**config.mk**
```make
export PLATFORM = sky130hd
export DESIGN_NAME = seg7_scan_ctrl
export DESIGN_NICKNAME = d
export VERILOG_FILES = /design/src/rtl/seg7_scan_ctrl.sv
export SDC_FILE = /design/constraint.sdc
export NUM_CORES = 1
export LEC_CHECK = 0
export CORE_MARGIN = 1.5
export CORE_UTILIZATION = 30
export CTS_CLUSTER_DIAMETER = 150
export CTS_CLUSTER_SIZE = 16
export DETAILED_ROUTE_END_ITERATION = 12
export HOLD_SLACK_MARGIN = 0.02
export MAX_ROUTING_LAYER = met4
export PLACE_DENSITY = 0.54
export SETUP_SLACK_MARGIN = 0.15
export SYNTH_ARGS = -nofsm -noshare
export SYNTH_HDL_FRONTEND = slang
export SYNTH_SLANG_ARGS = --single-unit
export TNS_END_PERCENT = 30
```
**constraint.sdc**
```tcl
create_clock -name clk -period 12.7 [get_ports clk]
set_input_delay 1.905 -clock clk [delete_from_list [all_inputs] [get_ports clk]]
set_output_delay 1.905 -clock clk [all_outputs]
set_load 0.005 [all_outputs]
```
**src/rtl/seg7_scan_ctrl.sv**
```systemverilog
// seg7_scan_ctrl
//   Multiplexed 7-segment display controller. An internal prescaler produces
//   one scan tick per digit dwell. Each dwell lights one anode with a PWM
//   window that opens after a short blank guard, so segment changes never
//   happen while an anode is lit. Display data is double-buffered: loads go
//   to a pending copy and reach the shadow copy only when the scan wraps, so
//   a frame never shows a mix of old and new digits.
//
// Ports
//   clk, reset      clock, synchronous active-low reset
//   load            strobe capturing digits/dp_in/digit_en/brightness/blank_lead_en
//   digits          hex nibbles, digit i = digits[4i+3:4i], digit 0 rightmost
//   dp_in           decimal point per digit
//   digit_en        per-digit anode enable
//   blank_lead_en   leading-zero blanking enable
//   brightness      PWM duty level, all-ones = full
//   an, seg, dp     registered pin drives (polarity set by ACTIVE_LOW)
//   scan_idx        digit currently addressed
//   frame_done      one-cycle pulse when the scan wraps to digit 0
module seg7_scan_ctrl #(
    parameter int DIGITS     = 4,
    parameter int CLK_HZ     = 100000000,
    parameter int SCAN_HZ    = 1000,
    parameter int BRIGHT_W   = 4,
    parameter int GUARD      = 4,
    parameter int ACTIVE_LOW = 1,
    localparam int SW        = (DIGITS > 1) ? $clog2(DIGITS) : 1
) (
    input  logic                  clk,
    input  logic                  reset,
    input  logic                  load,
    input  logic [4*DIGITS-1:0]   digits,
    input  logic [DIGITS-1:0]     dp_in,
    input  logic [DIGITS-1:0]     digit_en,
    input  logic                  blank_lead_en,
    input  logic [BRIGHT_W-1:0]   brightness,
    output logic [DIGITS-1:0]     an,
    output logic [6:0]            seg,
    output logic                  dp,
    output logic [SW-1:0]         scan_idx,
    output logic                  frame_done
);

    localparam int TICK = CLK_HZ / SCAN_HZ;
    localparam int PW   = (TICK > 1) ? $clog2(TICK) : 1;
    // Threshold math needs room for (2**BRIGHT_W) * TICK before the shift.
    localparam int TW   = PW + BRIGHT_W + 1;

    localparam logic [PW-1:0]     PRESC_LAST = PW'(TICK - 1);
    localparam logic [SW-1:0]     SCAN_LAST  = SW'(DIGITS - 1);
    localparam logic [TW-1:0]     GUARD_W    = TW'(GUARD);
    localparam logic [TW-1:0]     TICK_W     = TW'(TICK);
    localparam logic [DIGITS-1:0] AN_OFF     = (ACTIVE_LOW != 0) ? {DIGITS{1'b1}} : '0;
    localparam logic [6:0]        SEG_OFF    = (ACTIVE_LOW != 0) ? 7'h7F : 7'h00;
    localparam logic              DP_OFF     = (ACTIVE_LOW != 0);

    logic [PW-1:0]       presc_q, presc_d;
    logic [SW-1:0]       scan_q, scan_d;
    logic                fd_q;
    logic [DIGITS-1:0]   an_q, an_d;
    logic [6:0]          seg_q, seg_d;
    logic                dp_q, dp_d;

    logic [4*DIGITS-1:0] pd_dig_q, sh_dig_q;
    logic [DIGITS-1:0]   pd_dp_q, sh_dp_q;
    logic [DIGITS-1:0]   pd_en_q, sh_en_q;
    logic                pd_blk_q, sh_blk_q;
    logic [BRIGHT_W-1:0] pd_br_q, sh_br_q;
    logic                pend_valid_q;

    logic                tick, wrap;
    logic [DIGITS-1:0]   lz;
    logic                run;
    logic [3:0]          nib;
    logic [TW-1:0]       thresh, presc_w;
    logic                lit;
    logic [DIGITS-1:0]   an_act;
    logic [6:0]          seg_act;
    logic                dp_act;

    function automatic logic [6:0] dec7(input logic [3:0] n);
        case (n)
            4'h0: dec7 = 7'h3F;  4'h1: dec7 = 7'h06;  4'h2: dec7 = 7'h5B;  4'h3: dec7 = 7'h4F;
            4'h4: dec7 = 7'h66;  4'h5: dec7 = 7'h6D;  4'h6: dec7 = 7'h7D;  4'h7: dec7 = 7'h07;
            4'h8: dec7 = 7'h7F;  4'h9: dec7 = 7'h6F;  4'hA: dec7 = 7'h77;  4'hB: dec7 = 7'h7C;
            4'hC: dec7 = 7'h39;  4'hD: dec7 = 7'h5E;  4'hE: dec7 = 7'h79;  default: dec7 = 7'h71;
        endcase
    endfunction

    assign tick = (presc_q == PRESC_LAST);
    assign wrap = tick && (scan_q == SCAN_LAST);

    always_comb begin
        presc_d = tick ? '0 : presc_q + 1'b1;
        scan_d  = scan_q;
        if (tick) scan_d = (scan_q == SCAN_LAST) ? '0 : scan_q + 1'b1;
    end

    // Leading-zero blanking runs from the most significant digit down; the
    // chain breaks at the first digit that is non-zero or carries a dp.
    // Digit 0 is never blanked so a zero value still shows '0'.
    always_comb begin
        lz  = '0;
        run = 1'b1;
        for (int i = DIGITS - 1; i >= 1; i--) begin
            run   = run & sh_blk_q & (sh_dig_q[4*i +: 4] == 4'h0) & ~sh_dp_q[i];
            lz[i] = run;
        end
    end

    always_comb begin
        nib     = sh_dig_q[{scan_q, 2'b00} +: 4];
        thresh  = ((TW'(sh_br_q) + TW'(1)) * TICK_W) >> BRIGHT_W;
        presc_w = TW'(presc_q);
        lit     = sh_en_q[scan_q] && (presc_w >= GUARD_W) && (presc_w < thresh);
        an_act  = '0;
        an_act[scan_q] = lit;
        // Segments follow the addressed digit for the whole dwell; they only
        // change at a dwell boundary, which falls inside the guard window.
        seg_act = lz[scan_q] ? 7'h00 : dec7(nib);
        dp_act  = ~lz[scan_q] & sh_dp_q[scan_q];
        an_d    = (ACTIVE_LOW != 0) ? ~an_act  : an_act;
        seg_d   = (ACTIVE_LOW != 0) ? ~seg_act : seg_act;
        dp_d    = (ACTIVE_LOW != 0) ? ~dp_act  : dp_act;
    end

    always_ff @(posedge clk) begin
        if (!reset) begin
            presc_q      <= '0;
            scan_q       <= '0;
            fd_q         <= 1'b0;
            an_q         <= AN_OFF;
            seg_q        <= SEG_OFF;
            dp_q         <= DP_OFF;
            pd_dig_q     <= '0;  sh_dig_q <= '0;
            pd_dp_q      <= '0;  sh_dp_q  <= '0;
            pd_en_q      <= '0;  sh_en_q  <= '0;
            pd_blk_q     <= 1'b0; sh_blk_q <= 1'b0;
            pd_br_q      <= '0;  sh_br_q  <= '0;
            pend_valid_q <= 1'b0;
        end else begin
            presc_q <= presc_d;
            scan_q  <= scan_d;
            fd_q    <= wrap;
            an_q    <= an_d;
            seg_q   <= seg_d;
            dp_q    <= dp_d;
            if (load) begin
                pd_dig_q <= digits;
                pd_dp_q  <= dp_in;
                pd_en_q  <= digit_en;
                pd_blk_q <= blank_lead_en;
                pd_br_q  <= brightness;
            end
            if (wrap) begin
                // A load landing on the wrap tick is newer than anything pending.
                if (load) begin
                    sh_dig_q <= digits;
                    sh_dp_q  <= dp_in;
                    sh_en_q  <= digit_en;
                    sh_blk_q <= blank_lead_en;
                    sh_br_q  <= brightness;
                end else if (pend_valid_q) begin
                    sh_dig_q <= pd_dig_q;
                    sh_dp_q  <= pd_dp_q;
                    sh_en_q  <= pd_en_q;
                    sh_blk_q <= pd_blk_q;
                    sh_br_q  <= pd_br_q;
                end
                pend_valid_q <= 1'b0;
            end else if (load) begin
                pend_valid_q <= 1'b1;
            end
        end
    end

    assign an         = an_q;
    assign seg        = seg_q;
    assign dp         = dp_q;
    assign scan_idx   = scan_q;
    assign frame_done = fd_q;

endmodule

```
## After elaboration in Yosys (flattened, before gate mapping)

Memory sizes are Yosys's and may differ from the RTL's.
Index checks and enable logic that the tools add are counted.

| storage, ports and cells | value |
|---|---|
| input port bits | 32 |
| flip-flop bits (word level) | 91 |
| memories | 1 |
| bits in read-only memories | 112 |
| output and inout port bits | 15 |

Memory list:

| name | words | width | read ports | clocked after memory_dff | write ports | RTL line | source |
|---|---|---|---|---|---|---|---|
| (name not given) | 16 | 7 | 1 | 0 | 0 | 82 | `case (n)` |

| cells by class | value |
|---|---|
| add/subtract/negate cells | 3 |
| multipliers | 1 |
| reductions and logical operators | 11 |
| bitwise operators | 18 |
| $lt $le $gt $ge | 4 |
| multiplexer cells | 20 |
| equal/unequal tests | 2 |
| shift-type cells | 1 |

Operator list:

| kind | number |
|---|---|
| $mux W16 | 2 |
| $mux W4 | 6 |
| $lt A17 B18 Y1 | 1 |
| $add A17 B1 Y17 const B | 1 |
| $eq A17 B17 Y1 const B | 1 |
| $ge A17 B3 Y1 const B | 1 |
| $mul A5 B12 Y17 const B | 1 |
| $shiftx A16 B5 Y4 | 1 |
| $logic_not A4 Y1 | 3 |
| $and A1 B1 Y1 | 9 |
| $mux W7 | 1 |
| $not A7 Y7 | 1 |
| $bmux W1 S2 | 3 |
| $mux W1 | 6 |
| $not A1 Y1 | 6 |
| $add A4 B1 Y5 const B | 1 |
| $and A4 B4 Y4 | 1 |
| $logic_and A1 B1 Y1 | 4 |
| $not A4 Y4 | 1 |
| $reduce_or A2 Y1 | 2 |
| $lt A2 B3 Y1 const B | 1 |
| $add A2 B1 Y2 const B | 1 |
| $demux W1 S2 | 1 |
| $eq A2 B2 Y1 const B | 1 |
| 4 further kinds | 4 |

## Longest topological paths before layout

Gate-level depths: netlist (run 1).

| depth | value |
|---|---|
| depth after elaboration | 14 |
| mapped depth | 21 |
| gate-level depth less buffers | 21 |

## Worst setup path after synthesis (run 1)

No wires, ideal clock.

| path | value |
|---|---|
| path type | reg2reg |
| from | register sh_br_q[0] |
| to | register an_q[0], in the netlist an[0] |
| clock period less this slack | 4365 ps |
| library setup time | 121 ps |
| arrival time | 4244 ps |
| path slack | 8335 ps |
| required time | 12579 ps |
| stages on the path, launching flop included | 20 |
| cell sequence | dfxtp_1 > ha_1 > xor2_1 > ha_1 > xnor2_1 > ha_1 > ha_1 > ha_1 > a21o_1 > a211oi_1 > o211a_1 > o31ai_1 > a31oi_1 > xor2_1 > ha_1 > a21o_1 > a31oi_1 > o21ai_0 > a41oi_2 > nand2_1 |

| between the ends | value |
|---|---|
| cells in the longest elaborated chain, start to end | 6 |

Ends and longest elaborated chain:

| what | RTL line | source |
|---|---|---|
| start: declaration | 68 | `logic [BRIGHT_W-1:0] pd_br_q, sh_br_q;` |
| start signal: assignment | 162 | `sh_br_q <= brightness;` |
| start signal: assignment | 168 | `sh_br_q <= pd_br_q;` |
| $add A4 B1 Y5 | 113 | `thresh = ((TW'(sh_br_q) + TW'(1)) * TICK_W) >> BRIGHT_W;` |
| $mul A5 B12 Y17 | 113 |  |
| $lt A17 B18 Y1 | 115 | `lit = sh_en_q[scan_q] && (presc_w >= GUARD_W) && (presc_w < thresh);` |
| $logic_and A1 B1 Y1 | 115 |  |
| $and A4 B4 Y4 (no line) | - |  |
| $not A4 Y4 | 122 | `an_d = (ACTIVE_LOW != 0) ? ~an_act : an_act;` |
| end signal: assignment | 145 | `an_q <= an_d;` |
| end: declaration | 60 | `logic [DIGITS-1:0] an_q, an_d;` |

No other way between the ends.
A chain may end at the register's enable or synchronous reset.

## Final worst setup path (run 1)

| path | value |
|---|---|
| from | register sh_br_q[0] |
| to | register an_q[3], in the netlist an[3] |

The elaborated chain is that of the path after synthesis.

==> flow_summary.json, run 1 <==
{
  "status": "completed",
  "clk_pin_slew_ns": 0.06,
  "drc_errors": 0,
  "yosysMostFrequentCell": "dfxtp_1",
  "finalSetupViolCount": 0,
  "gr-total-overflow": 0,
  "final_antenna_net_count": 0,
  "endpoint": "an[3]$_SDFF_PN1_",
  "gp_congestion": 0.8742,
  "worst_setup_path_start_kind": "flop",
  "cts-root-buf": "clkbuf_16",
  "finish.utilization": 0.3600,
  "power.density_nw_per_um2": 101.1,
  "final_nets": 640,
  "synth_flop_cell": "dfxtp_1",
  "wl_per_cell_um": 13.83,
  "dp_worst_setup_slack_ns": 7.716,
  "dp_hpwl_mm": 7.929,
  "antenna_cells": 0,
  "numCtsBuffers": 9,
  "cp_max_fo": 7,
  "peakVddDrop_v": 0.00007063,
  "clockBufferDepth": 2,
  "synth_seq_cells": 91,
  "portBuffers": 46,
  "ios": 47,
  "instances_no_fill": 774,
  "synthDominantAreaCellType": "dfxtp_1",
  "syn_area_um2": 5056,
  "viasPerCell": 4.773,
  "maxSlewHeadroom": 0.3831,
  "cts_resized": 0,
  "syn_area_per_cell_um2": 9.837,
  "dp.cells": 758,
  "synth_edf_count": 0,
  "critPathArrivalTime_ns": 5.23,
  "finalWorstSetupSlack_ns": 7.701,
  "synth_nets": 605,
  "crit_type": "flop to flop",
  "r2r_cells": 19,
  "final.setup.tns_ns": 0,
  "hp-class": "flop to flop",
  "fillers": 1656,
  "slew_viol_final": 0,
  "die-height_um": 132.8,
  "cts_tree": "yes",
  "r2r-end": "an[3]$_SDFF_PN1_",
  "coreArea_um2": 16520,
  "area_delta_synth_final_pct": 17.67,
  "drtIter0Drc": 223,
  "skew_ns": 0.008025,
  "regToRegSetupSlack_ns": 7.70,
  "rows": 47,
  "crit_required_ns": 12.93,
  "synth_top_cells_by_area": "dfxtp_1, ha_1, mux2i_1",
  "synth_cell_types": 49,
  "layout-drive-gt1-share": 0.06137,
  "synthCells": 514,
  "grt_pass1_wl_mm": 17.71,
  "die_area_um2": 17640,
  "grt_usage": 0.1298,
  "maxCapViolCount": 0,
  "rsz0062_at_grt": "no",
  "end_kind": "flop",
  "max_slew.worst_pin.slew_ns": 0.9254,
  "post_dp_cell_area_um2": 5653,
  "min_from": "presc_q[0]$_SDFF_PP0_",
  "period_share": 0.3937,
  "start_util": 0.3060,
  "vias": 3694,
  "async_flop_share": 0,
  "dr.pass1.iters": 4,
  "postCtsSetupBuffers": 0,
  "design_area_um2": 5949,
  "cts.htree.levels": 3,
  "period_minus_slack_ns": 4.999,
  "p_leak_nw": 2.774,
  "fp.dieW_um": 132.8,
  "yosysSeqAreaShare": 0.3603,
  "ys_warn_count": 0,
  "yosysTopAreaCellShare": 0.3603,
  "grt_pass1_vias": 3642,
  "hold_buffers": 0,
  "cts.sink_count": 91,
  "worstSkewPairLatency_ns": 0.35,
  "max_freq_mhz": 200.0,
  "cp-startpoint": "sh_br_q[0]$_SDFFE_PN0P_",
  "r2r-start": "sh_br_q[0]$_SDFFE_PN0P_",
  "antenna_found_initial": 0,
  "synth_top_cells_by_count": "dfxtp_1, ha_1, nand2_1",
  "hold_viol": 0,
  "grt_max_degree": 67,
  "wirelength_mm": 10.70
}
-- state kept, by name, summed over array words and instances (netlist names), 4 cells and up --
register and count:
pd_dp_q 4, sh_br_q 4, pd_br_q 4, seg 7, pd_dig_q 16, pd_en_q 4
an 4, sh_dp_q 4, sh_dig_q 16, sh_en_q 4, presc_q 17
-- power by group --
| part | switching [mW] | internal (mW) |
|---|---|---|
| sequential | 0.00288 | 0.293 |
| combinational | 0.0150 | 0.0186 |
| clock | 0.113 | 0.159 |
-- cell families after synthesis --
kind of cell | share of synthesized area
multiplexers | 0.09453
AND/OR/NAND/NOR | 0.1688
XOR/XNOR | 0.05370
buffers and inverters | 0.04627
AO/OA/AOI/OAI | 0.1289
flip-flops | 0.3603
adder cells (fa/ha/maj) | 0.1475
-- how the worst min path moves through the flow --
stage / end / cells past startpoint
6_report: presc_q[0]$_SDFF_PP0_ / 1
5_1_grt: presc_q[0]$_SDFF_PP0_ / 1
2_1_floorplan: presc_q[0]$_SDFF_PP0_ / 1
3_5_place_dp: presc_q[0]$_SDFF_PP0_ / 1
3_3_place_gp: presc_q[0]$_SDFF_PP0_ / 1
4_1_cts: presc_q[0]$_SDFF_PP0_ / 1
-- cells in the final DEF (no fill, tap or decap), types with 5 or more instances in the layout --
| master | synthesis | routed |
|---|---|---|
| nor4_1 | 5 | 5 |
| xnor2_1 | 16 | 16 |
| nand4_1 | 7 | 7 |
| nor2b_1 | 34 | 34 |
| clkdlybuf4s50_1 | 0 | 44 |
| mux2i_1 | 32 | 32 |
| mux4_2 | 7 | 7 |
| clkbuf_16 | 0 | 9 |
| nor2_1 | 29 | 29 |
| o21ai_0 | 11 | 11 |
| inv_1 | 26 | 26 |
| ha_1 | 58 | 58 |
| nand2_1 | 52 | 52 |
| a21oi_1 | 16 | 16 |
| xor2_1 | 15 | 15 |
| nand3_1 | 9 | 9 |
| o211a_1 | 30 | 30 |
| dfxtp_1 | 91 | 91 |
-- layer usage --
layer  routed length (µm)  share of wire  track usage
met5                    0              0            -
met2                 5097           0.48       0.2104
met1                 5129           0.48       0.1574
met4                  184          0.017      0.04396
met3                  291          0.027      0.03218
-- cell type report --
type / count / area (µm²) / area share
multi-input combinational: 374 / 3000 / 0.5043
sequential: 91 / 1822 / 0.3062
timing repair buffer: 47 / 457.9 / 0.07697
tap: 220 / 275.3 / 0.04627
clock buffer: 13 / 250.2 / 0.04206
inverter: 26 / 97.59 / 0.01640
clock inverter: 3 / 46.29 / 0.007781
-- worst max-delay path, stage by stage, from the launching register on --
cell and delay (ns):
dfxtp_1 0.48, ha_1 0.23, xor2_1 0.44, ha_1 0.30, xnor2_1 0.14, ha_1 0.26
ha_1 0.27, ha_1 0.35, a21o_1 0.22, a211oi_1 0.33, o211a_1 0.22, o31ai_1 0.11
a31oi_1 0.22, xor2_1 0.18, ha_1 0.28, a21o_1 0.17, a31oi_1 0.13, o21ai_0 0.16
a41oi_2 0.31, nand2_1 0.08
-- through the flow --
stage | hold WS, ns | power, mW
after global placement | 0.4568 | 0.3359
final | 0.4862 | 0.6012
after detailed placement | 0.4788 | 0.3367
after floorplan | 0.4410 | 0.3204
after global routing | 0.5068 | 0.6249
after CTS | 0.4940 | 0.6099
No activity file was read; power rests on OpenSTA's default activity.
==> run 2, diff against run 1 <==
clock period = 4.8 ns   (was 12.7 ns; I/O delays follow)
==> flow_summary.json, run 2 (synthesized netlist as in run 1, its figures left out) <==
{
  "cp_max_fo": 5,
  "period_minus_slack_ns": 4.407,
  "gr-total-overflow": 0,
  "critPathBufInv": 0,
  "final_nets": 647,
  "crit_top_cell": "ha_1",
  "drc_errors": 0,
  "cts_tree": "yes",
  "finalSetupViolCount": 0,
  "combPwrFrac": 0.055,
  "period_share": 0.9181,
  "wl_per_cell_um": 14.02,
  "area_delta_synth_final_pct": 19.38,
  "seq_power_share": 0.484,
  "max_freq_mhz": 226.9,
  "worst_setup_path_start_kind": "flop",
  "status": "completed",
  "cts.htree.levels": 3,
  "clockPowerShare": 0.461,
  "peakVddDrop_v": 0.0001859,
  "final_antenna_net_count": 0,
  "portBuffers": 46,
  "layout_commonest_cell": "dfxtp_1",
  "grt_pass1_vias": 3815,
  "netSwitchingFraction": 0.2198,
  "fp.dieW_um": 132.8,
  "maxSlewHeadroom": 0.3044,
  "antenna_cells": 0,
  "cts-root-buf": "clkbuf_16",
  "grt_usage": 0.1355,
  "hp-class": "flop to flop",
  "start_util": 0.3060,
  "wirelength_mm": 10.95,
  "critical_path.cell_chain": "ha_1 > and3_2 > ha_1 > xnor2_1 > ha_1 > ha_1 > ha_1 > a21o_1 > a211oi_2 > o211a_1 > o31ai_2 > a31oi_1 > xor2_1 > ha_1 > a21o_1 > a31oi_1 > o21ai_1 > a41oi_2 > nand2_1",
  "die_area_um2": 17640,
  "vias": 3703,
  "power.density_nw_per_um2": 267.5,
  "fillers": 1630,
  "maxCapViolCount": 0,
  "power.switching_mw": 0.3549,
  "postCtsSetupBuffers": 0,
  "crit_path_top_delay_cell": "ha_1",
  "final.setup.tns_ns": 0,
  "worstSkewPairLatency_ns": 0.35,
  "p_int_mw": 1.260,
  "power_mw": 1.615,
  "numCtsBuffers": 9,
  "gp_congestion": 0.8709,
  "hold_viol": 0,
  "grt_max_degree": 67,
  "crit_required_ns": 5.02,
  "grt_pass1_wl_mm": 18.57,
  "critPathArrivalTime_ns": 4.63,
  "dp_hpwl_mm": 8.043,
  "layout-drive-gt1-share": 0.08378,
  "coreArea_um2": 16520,
  "die-height_um": 132.8,
  "crit_family": "adder cells",
  "crit_type": "flop to flop",
  "largest-register": "presc_q",
  "rsz0062_at_grt": "no",
  "rows": 47,
  "end_kind": "flop",
  "skew_ns": 0.01142,
  "cts.sink_count": 91,
  "crit_path_max_incr_delay_ns": 0.35,
  "clockBufferDepth": 2,
  "p_leak_nw": 2.819,
  "viasPerCell": 4.741,
  "ios": 47,
  "slew_viol_final": 0,
  "antenna_found_initial": 0,
  "drtIter0Drc": 170,
  "max_slew.worst_pin.slew_ns": 1.043,
  "clk_pin_slew_ns": 0.06,
  "reg_top3": "presc_q (17), pd_dig_q (16), sh_dig_q (16)",
  "dr.pass1.iters": 4,
  "final_cell_mix": "dfxtp_1, ha_1, nand2_1",
  "largest_reg_flops": 17
}
-- run 2: cell types whose count changed in the layout (fill, tap and decap cells not counted), sizes merged --
| cell | change |
|---|---|
| buf | +7 |
| clkbuf | -1 |
| inv | +1 |
-- run 2: what timing repair did --
| item | 4_1_cts | 5_1_grt |
|---|---|---|
| setup endpoints to repair | 0 | 4 |
| gates resized for setup | 0 | 5 |
| hold buffers | 0 | 0 |
-- run 2: per-stage QoR --
step                std cells  instance area [µm²]    util  setup slack [ns]  hold WS (ns)
floorplan                 514                 5056       -            0.4353        0.4410
global placement          765                 5705  0.3453            0.3318        0.4633
detailed placement        765                 5705  0.3453            0.2580        0.4740
CTS                       781                 6017  0.3641            0.1925        0.4916
global route              781                 6036  0.3653            0.1191        0.5115
finish                    781                 6036  0.3653            0.3929        0.4859
-- run 2: power by group through the flow --
stage	logic [mW]	clock network [mW]	registers, mW
global placement	0.0885	0	0.799
global route	0.0989	0.795	0.784
CTS	0.0908	0.769	0.782
finish	0.0887	0.744	0.782
detailed placement	0.0905	0	0.799
floorplan	0.0498	0	0.798
-- run 2: area by class of cell --
cell class	count	area [µm²]	area share
Sequential cell	91	1822	0.3018
Multi-Input combinational cell	374	3019	0.5002
Clock inverter	4	55.05	0.009121
Inverter	26	97.59	0.01617
Clock buffer	12	256.5	0.04250
Timing Repair Buffer	54	510.5	0.08458
Tap cell	220	275.3	0.04561
-- run 2: path summary, 6_finish.rpt --
check,startpoint,to,slack [ns],cells past startpoint
max reg2reg,sh_br_q[0]$_SDFFE_PN0P_,an[3]$_SDFF_PN1_,0.39,19
min reg2reg,presc_q[0]$_SDFF_PP0_,presc_q[0]$_SDFF_PP0_,0.49,1
max,sh_br_q[0]$_SDFFE_PN0P_,an[3]$_SDFF_PN1_,0.39,19
min,presc_q[0]$_SDFF_PP0_,presc_q[0]$_SDFF_PP0_,0.49,1
-- run 2: routing by layer --
metal | GRT usage | wire length, µm | vias to the layer above
met3 | 0.03257 | 326 | 15
met2 | 0.2242 | 5207 | 51
li1 | - | - | 1893
met1 | 0.1631 | 5213 | 1744
met4 | 0.04090 | 199 | 0
met5 | - | 0 | -
==> run 3, diff against run 2 <==
GPL_TIMING_DRIVEN = 0   (was not set)
==> flow_summary.json, run 3 (synthesized netlist as in run 1, its figures left out) <==
{
  "hold_viol": 0,
  "power_mw": 1.617,
  "p_leak_nw": 2.908,
  "finalSetupViolCount": 0,
  "dp.cells": 779,
  "antenna_found_initial": 0,
  "grt_pass1_wl_mm": 18.80,
  "largest-register": "presc_q",
  "post_dp_cell_area_um2": 5782,
  "portBuffers": 45,
  "area_delta_synth_final_pct": 24.08,
  "drc_errors": 0,
  "layout_commonest_cell": "dfxtp_1",
  "max_slew.worst_pin.slew_ns": 0.8633,
  "instances_no_fill": 802,
  "wl_met1_mm": 5.866,
  "die-height_um": 132.8,
  "crit_required_ns": 5.03,
  "cts_tree": "yes",
  "status": "completed",
  "rsz0062_at_grt": "no",
  "dp_worst_setup_slack_ns": -0.3842,
  "cp_max_fo": 7,
  "slew_viol_final": 0,
  "max_freq_mhz": 226.2,
  "clk_pin_slew_ns": 0.06,
  "viasPerCell": 4.719,
  "maxCapViolCount": 0,
  "vias": 3785,
  "rows": 47,
  "drtIter0Drc": 154,
  "layout-drive-gt1-share": 0.1220,
  "cts.htree.levels": 3,
  "fp.dieW_um": 132.8,
  "dr.max_layer_used": "met4",
  "reg_top3": "presc_q (17), pd_dig_q (16), sh_dig_q (16)",
  "finish.utilization": 0.3796,
  "hold_buffers": 0,
  "worst_setup_path_start_kind": "flop",
  "skew_ns": 0.005282,
  "end_kind": "flop",
  "crit_type": "flop to flop",
  "hold_depth": 1,
  "route.met3.wl_um": 292,
  "final_nets": 668,
  "design_area_um2": 6274,
  "dr_wl_met2_mm": 5.349,
  "die_area_um2": 17640,
  "r2r_cells": 20,
  "largest_reg_flops": 17,
  "period_share": 0.9211,
  "cts.sink_count": 91,
  "worstSkewPairLatency_ns": 0.35,
  "dp_hpwl_mm": 9.003,
  "ios": 47,
  "gp_congestion": 0.8126,
  "wirelength_mm": 11.64,
  "final_antenna_net_count": 0,
  "grt_usage": 0.1390,
  "grt_pass1_vias": 3780,
  "coreArea_um2": 16520,
  "gr-total-overflow": 0,
  "dr.pass1.iters": 4,
  "wl_per_cell_um": 14.52,
  "finalWorstSetupSlack_ns": 0.3785,
  "critPathArrivalTime_ns": 4.65,
  "final_cell_mix": "dfxtp_1, nand2_1, ha_1",
  "start_util": 0.3060,
  "period_minus_slack_ns": 4.422,
  "hp-class": "flop to flop",
  "maxSlewHeadroom": 0.4245,
  "cts-root-buf": "clkbuf_16",
  "peakVddDrop_v": 0.0001552,
  "antenna_cells": 0,
  "grt_max_degree": 15,
  "power.density_nw_per_um2": 257.7,
  "numCtsBuffers": 9,
  "clockBufferDepth": 2
}
==> run 3: changes by cell type in the layout (fill, tap and decap cells not counted), sizes merged <==
cell	change
clkbuf	+13
buf	+8
clkdlybuf4s50	+1
clkinv	+1
clkinvlp	-1
inv	-1
==> run 3: area by class of cell <==
cell class,count,area (µm²)
plain buffers,23,136.4
clock buffers,13,270.3
clock inverters,3,43.79
fillers,1637,10250
inverters,26,97.59
multi-input cells,374,3115
flip-flops and latches,91,1828
well taps,220,275.3
repair buffers,52,506.7
==> run 3: what timing repair did <==
item / CTS / global route
endpoints found under the setup margin: 4 / 4
gates cloned: 0 / 0
pin swaps: 5 / 9
buffers inserted: 2 / 5
endpoints found under the hold margin: 0 / 0
gates resized for setup: 8 / 19
==> run 3: path summary, 6_finish.rpt <==
path                                         endpoint  slack [ns]               startpoint
worst min-delay path            presc_q[0]$_SDFF_PP0_        0.49    presc_q[0]$_SDFF_PP0_
worst max register to register       an[2]$_SDFF_PN1_        0.38  sh_br_q[0]$_SDFFE_PN0P_
worst min register to register  presc_q[0]$_SDFF_PP0_        0.49    presc_q[0]$_SDFF_PP0_
worst max-delay path                 an[2]$_SDFF_PN1_        0.38  sh_br_q[0]$_SDFFE_PN0P_
==> run 3: critical path: stages (launching register included) <==
cell      delay (ns)
dfxtp_4         0.37
ha_2            0.21
xor2_2          0.17
buf_6           0.15
ha_4            0.27
inv_1           0.05
fa_1            0.50
inv_1           0.07
ha_2            0.19
a21o_1          0.20
a211oi_2        0.28
o211a_1         0.20
o31ai_2         0.08
a31oi_1         0.20
xor2_1          0.26
ha_1            0.30
a21o_1          0.18
a31oi_2         0.17
o21ai_2         0.10
a41oi_2         0.28
nand2_1         0.09
==> run 3: layer usage <==
metal,vias up,global-route usage
li1,1932,-
met3,13,0.02337
met2,54,0.2133
met4,0,0.04579
met1,1786,0.1857
met5,-,-
==> run 3: stage by stage <==
step / setup TNS (ns) / hold WS [ns]
CTS: 0 / 0.4939
finish: 0 / 0.4869
floorplan: 0 / 0.4410
global route: 0 / 0.5211
detailed placement: -1.511 / 0.4782
global placement: -1.238 / 0.4640
==> run 3: where the power goes <==
group,switching (mW),internal (mW)
logic,0.0439,0.0513
registers,0.00799,0.774
clock network,0.292,0.447
